===== config.mk =====
export PLATFORM = sky130hd
export DESIGN_NAME = regfile_mp
export DESIGN_NICKNAME = d
export VERILOG_FILES = /design/src/rtl/regfile_mp.sv
export SDC_FILE = /design/constraint.sdc
export NUM_CORES = 2
export LEC_CHECK = 0
export CAP_MARGIN = 10
export CORE_ASPECT_RATIO = 0.6
export CORE_MARGIN = 2
export CORE_UTILIZATION = 50
export CTS_CLUSTER_DIAMETER = 80
export CTS_CLUSTER_SIZE = 14
export DETAILED_ROUTE_END_ITERATION = 8
export GPL_TIMING_DRIVEN = 0
export PLACE_DENSITY = 0.66
export SYNTH_ARGS = -nofsm -noshare
export SYNTH_HDL_FRONTEND = slang
export SYNTH_SLANG_ARGS = --single-unit

===== constraint.sdc =====
create_clock -name i_clk -period 4.7 [get_ports i_clk]
set_clock_uncertainty 0.2 [all_clocks]
set_input_delay 0.94 -clock i_clk [delete_from_list [all_inputs] [get_ports i_clk]]
set_output_delay 0.94 -clock i_clk [all_outputs]
set_load 0.05 [all_outputs]

===== src/rtl/regfile_mp.sv =====
// regfile_mp -- multi-port integer register file.
//   NRD combinational read ports, NWR synchronous write ports, same-cycle
//   write-to-read bypass, optional hardwired-zero entry 0, and a post-reset
//   sweep that zeroes every entry before o_ready rises.
// Ports:
//   i_clk    rising-edge clock
//   i_rst    synchronous active-high reset (restarts the clear sweep)
//   i_we     [NWR]        per-port write enable
//   i_waddr  [NWR*AW]     packed write addresses, port k at [k*AW +: AW]
//   i_wdata  [NWR*XLEN]   packed write data, port k at [k*XLEN +: XLEN]
//   i_raddr  [NRD*AW]     packed read addresses
//   o_rdata  [NRD*XLEN]   packed combinational read data
//   o_ready  1 once the clear sweep has finished

// One read port: bypass mux over the write ports, then the stored entry.
module regfile_mp_rdport #(
  parameter int XLEN     = 32,
  parameter int DEPTH    = 32,
  parameter int AW       = 5,
  parameter int NWR      = 1,
  parameter int ZERO_REG = 1
) (
  input  logic                        i_ready,
  input  logic [AW-1:0]               i_raddr,
  input  logic [NWR-1:0]              i_we,
  input  logic [NWR*AW-1:0]           i_waddr,
  input  logic [NWR*XLEN-1:0]         i_wdata,
  input  logic [DEPTH-1:0][XLEN-1:0]  i_mem,
  output logic [XLEN-1:0]             o_rdata
);
  always_comb begin
    o_rdata = '0;
    if (i_ready && !(ZERO_REG != 0 && i_raddr == '0)) begin
      o_rdata = i_mem[i_raddr];
      // Ascending scan: a higher-numbered port overrides, so port 1 wins.
      for (int k = 0; k < NWR; k++)
        if (i_we[k] && i_waddr[k*AW +: AW] == i_raddr)
          o_rdata = i_wdata[k*XLEN +: XLEN];
    end
  end
endmodule

module regfile_mp #(
  parameter int XLEN     = 32,
  parameter int DEPTH    = 32,
  parameter int AW       = $clog2(DEPTH),
  parameter int NRD      = 2,
  parameter int NWR      = 1,
  parameter int ZERO_REG = 1
) (
  input  logic                 i_clk,
  input  logic                 i_rst,
  input  logic [NWR-1:0]       i_we,
  input  logic [NWR*AW-1:0]    i_waddr,
  input  logic [NWR*XLEN-1:0]  i_wdata,
  input  logic [NRD*AW-1:0]    i_raddr,
  output logic [NRD*XLEN-1:0]  o_rdata,
  output logic                 o_ready
);
  typedef enum logic {CLEAR = 1'b0, READY = 1'b1} state_t;

  localparam logic [AW-1:0] LAST = AW'(DEPTH-1);

  state_t                     r_state, w_next;
  logic [AW-1:0]              r_cnt;
  logic [DEPTH-1:0][XLEN-1:0] r_mem;

  always_comb begin
    w_next = r_state;
    if (i_rst)
      w_next = CLEAR;
    else if (r_state == CLEAR && r_cnt == LAST)
      w_next = READY;
  end

  always_ff @(posedge i_clk) begin
    r_state <= w_next;
    if (i_rst)
      r_cnt <= '0;
    else if (r_state == CLEAR)
      r_cnt <= r_cnt + 1'b1;  // wraps to 0 on the last entry; unused in READY
  end

  // Storage has no reset: the sweep defines every entry before o_ready.
  always_ff @(posedge i_clk) begin
    if (!i_rst) begin
      if (r_state == CLEAR) begin
        r_mem[r_cnt] <= '0;
      end else begin
        for (int k = 0; k < NWR; k++)
          if (i_we[k] && !(ZERO_REG != 0 && i_waddr[k*AW +: AW] == '0))
            r_mem[i_waddr[k*AW +: AW]] <= i_wdata[k*XLEN +: XLEN];
      end
    end
  end

  assign o_ready = (r_state == READY);

  for (genvar j = 0; j < NRD; j++) begin : g_rd
    regfile_mp_rdport #(
      .XLEN(XLEN), .DEPTH(DEPTH), .AW(AW), .NWR(NWR), .ZERO_REG(ZERO_REG)
    ) u_rd (
      .i_ready (o_ready),
      .i_raddr (i_raddr[j*AW +: AW]),
      .i_we    (i_we),
      .i_waddr (i_waddr),
      .i_wdata (i_wdata),
      .i_mem   (r_mem),
      .o_rdata (o_rdata[j*XLEN +: XLEN])
    );
  end
endmodule


==> results_dict.tcl <==
set metrics [dict create \
    status "complete, but fails checks" \
    failed_checks "setup timing" \
    die_x_um 450 \
    powerDensity_nw_per_um2 323 \
    wl_per_cell_um 40.2 \
    rsz0062_at_grt "yes" \
    p_clk_share_pct 32.1 \
    die_h_um 271 \
    nFillCells 10286 \
    fp.coreArea_um2 119000 \
    synth_enable_flop_cells 1024 \
    cts_root_buf "clkbuf_16" \
    synthCells 5209 \
    ys.flop_type "edfxtp_1" \
    synth_top_family_by_area "multiplexers" \
    synth-seq-cells 1030 \
    final-hold-violation-count 0 \
    synth_area_um2 59600 \
    critPathCaptureType "primary output" \
    nNetsFinal 5506 \
    comb_power_share_pct 16.1 \
    yosys.area_share.simple_pct 8.73 \
    worst_slack_ns -0.268 \
    min_period_over_period_pct 106 \
    cts_hold_buf 0 \
    dp.cells 6954 \
    fin_hold_ws_ns 0.382 \
    cts_made_buffers 83 \
    hpwlAfterDp_um 215000 \
    multi_input_area_um2 27200 \
    drt_iter0_markers 10915 \
    swShare_pct 29.2 \
    vias 53425 \
    cts_tree "yes" \
    syn2layout_area_growth_pct 12.9 \
    dr_wl_met2_um 104000 \
    cts_buffer_depth 3 \
    intPower_uw 15400 \
    ys_seq_area_share_pct 51.8 \
    syn_area_per_cell_um2 11.4 \
    final_area_um2 67300 \
    regArea_um2 30900 \
    synthXorXnorAreaFrac_pct 0.191 \
    grt_usage_pct 45.6 \
    synth_area_leaders "edfxtp_1 (52%), mux4_2 (13%), o21ai_0 (8.9%), nand2_1 (7.1%), mux2i_1 (4.3%)" \
    worstSkewPairLatency_ns 0.74 \
    grt_pass1_vias 48136 \
    syn-num-nets 5264 \
    initial_utilization_pct 50.2 \
    drv_cap 0 \
    drt_drc_violations_left 0 \
    die-area_um2 122000 \
    ys_async_sr_fraction_pct 0 \
    p_seq_share_pct 51.8 \
    max_slew_margin_pct 13.6 \
    clk_pin_slew_ns 0.07 \
    finalWirelength_um 285000 \
    top_layer_used "met5" \
    post_dp_cell_area_um2 63800 \
    p_switching_uw 6350 \
    port_buffers 104 \
    setup_viol 35 \
    antenna_found_initial 8 \
    met1Wirelength_um 102000 \
    route.met3.wl_um 61000 \
    mostFrequentLayoutCells "nand2_1 (1,121), o21ai_0 (1,056), edfxtp_1 (1,024)" \
    cp.arrival_ns 3.83 \
    yosysWarnings 0 \
    peakVddDrop_mv 0.279 \
    synth_cell_type_count 51 \
    period_minus_slack_ns 4.97 \
    cts_sinks 1030 \
    ios 115 \
    antenna_left 0 \
    layout_commonest_cell "nand2_1" \
    grt-ovfl-total 0 \
    synth_top_area_cell "edfxtp_1" \
    htree_levels 3 \
    drv_slew 0 \
    post_drt_via_cell_ratio 7.54 \
    grt_pass1_wl_um 384000 \
    leakage_uw 0.0247 \
    cp.required_ns 3.56 \
    start_kind "input pin" \
    rows 98 \
    firstDrtPassIters 7 \
    stdcell_count 7087 \
    fmax_mhz 201 \
    grt_start_max_net_pins 25 \
    worst_slew_pin_slew_ns 1.30 \
    hold_path.class "reg2reg" \
    synth_compound_area_share_pct 15.9 \
    cp_max_fo 9 \
    critical_path_class "in2out" \
    synth_top_cell_area_share_pct 51.6 \
    drive_gt1_share_pct 18.3 \
    synth_mux_area_share_pct 18.9 \
    globalplace.congestion 1.07 \
    yosys.area_share.adder_pct 0.105 \
]
[worst max-delay path, cell delays in order]
cell,delay [ns]
clkbuf_4,0.25
clkbuf_1,0.50
buf_8,0.34
nor2_2,0.62
a22oi_1,0.28
nand3_1,0.15
nor3b_1,0.06
nor4_2,0.32
buf_2,0.35
[cells in the mapped netlist (33+ instances only)]
cell and count:
nand2_1 1122, o21ai_0 1057, edfxtp_1 1024, clkbuf_1 398, mux4_2 354, mux2i_1 259
a221oi_1 126, a22oi_1 96, a21oi_1 80, buf_2 79, nor2_1 76, a221o_1 62
mux2_2 62, nor2b_1 41, and2_1 35, inv_1 33, o21ai_1 33
[logic make-up (layout without fill, tap and decap cells)]
family	Yosys count	count (layout)
AOI/OAI and AO/OA	1598	1598
xor gates and xnor gates	13	13
adders and majority gates	5	5
buffers and inverters	577	848
DFF	1030	1030
muxes	675	675
other	0	7
and+or+nand+nor	1311	1311
[cell type report]
cell class                      instances  share of cell area, %
Sequential cell                      1030                   45.9
Multi-Input combinational cell       3602                   40.4
Buffer                                542                   4.38
Clock buffer                          108                   3.29
Tap cell                             1600                   2.98
Timing Repair Buffer                  157                   2.74
Inverter                               35                  0.216
Clock inverter                          6                  0.100
Antenna cell                            7                 0.0260
[power by group through the flow]
stage / Sequential, uW / Combinational [uW] / Clock (uW)
floorplan: 11300 / 1930 / 0
global placement: 11400 / 3010 / 0
detailed placement: 11400 / 3160 / 0
CTS: 11200 / 3280 / 6810
global route: 11300 / 3570 / 7120
finish: 11300 / 3510 / 6980
[per-stage QoR]
step	utilization (%)	setup WS, ns	power (uW)	setup TNS, ns
floorplan	-	0.418	13200	0
global placement	52.8	-3.10	14400	-2566.44
detailed placement	53.8	-1.92	14600	-184.64
CTS	56.7	0.00210	21300	0
global route	56.7	-0.0636	22000	-0.121
finish	56.7	-0.268	21700	-1.61
[worst paths after layout]
path / endpoint / slack, ns / from / cells after the start
worst max-delay path: o_rdata[51] / -0.27 / i_raddr[9] / 9
worst min-delay path: r_mem[764] / 0.38 / r_mem[764] / 2
worst max register to register: r_mem[79] / 0.75 / o_ready / 7
worst min register to register: r_mem[764] / 0.38 / r_mem[764] / 2
[registers in the layout, indices dropped and copies added (netlist names)]
signal / count
r_cnt: 5
r_mem: 1024
o_ready: 1
[routing by layer]
metal,GRT usage [%],up-vias
met1,62.5,26371
met3,27.5,874
met2,55.7,5728
met4,22.1,10
met5,0.191,-
li1,-,20442
[what timing repair did]
| action | CTS | global route |
|---|---|---|
| setup buffers | 4 | 7 |
| setup endpoints to repair | 64 | 60 |
| resized for setup | 532 | 90 |
| pin swaps | 7 | 1 |
(Power assumes the default switching activity.)
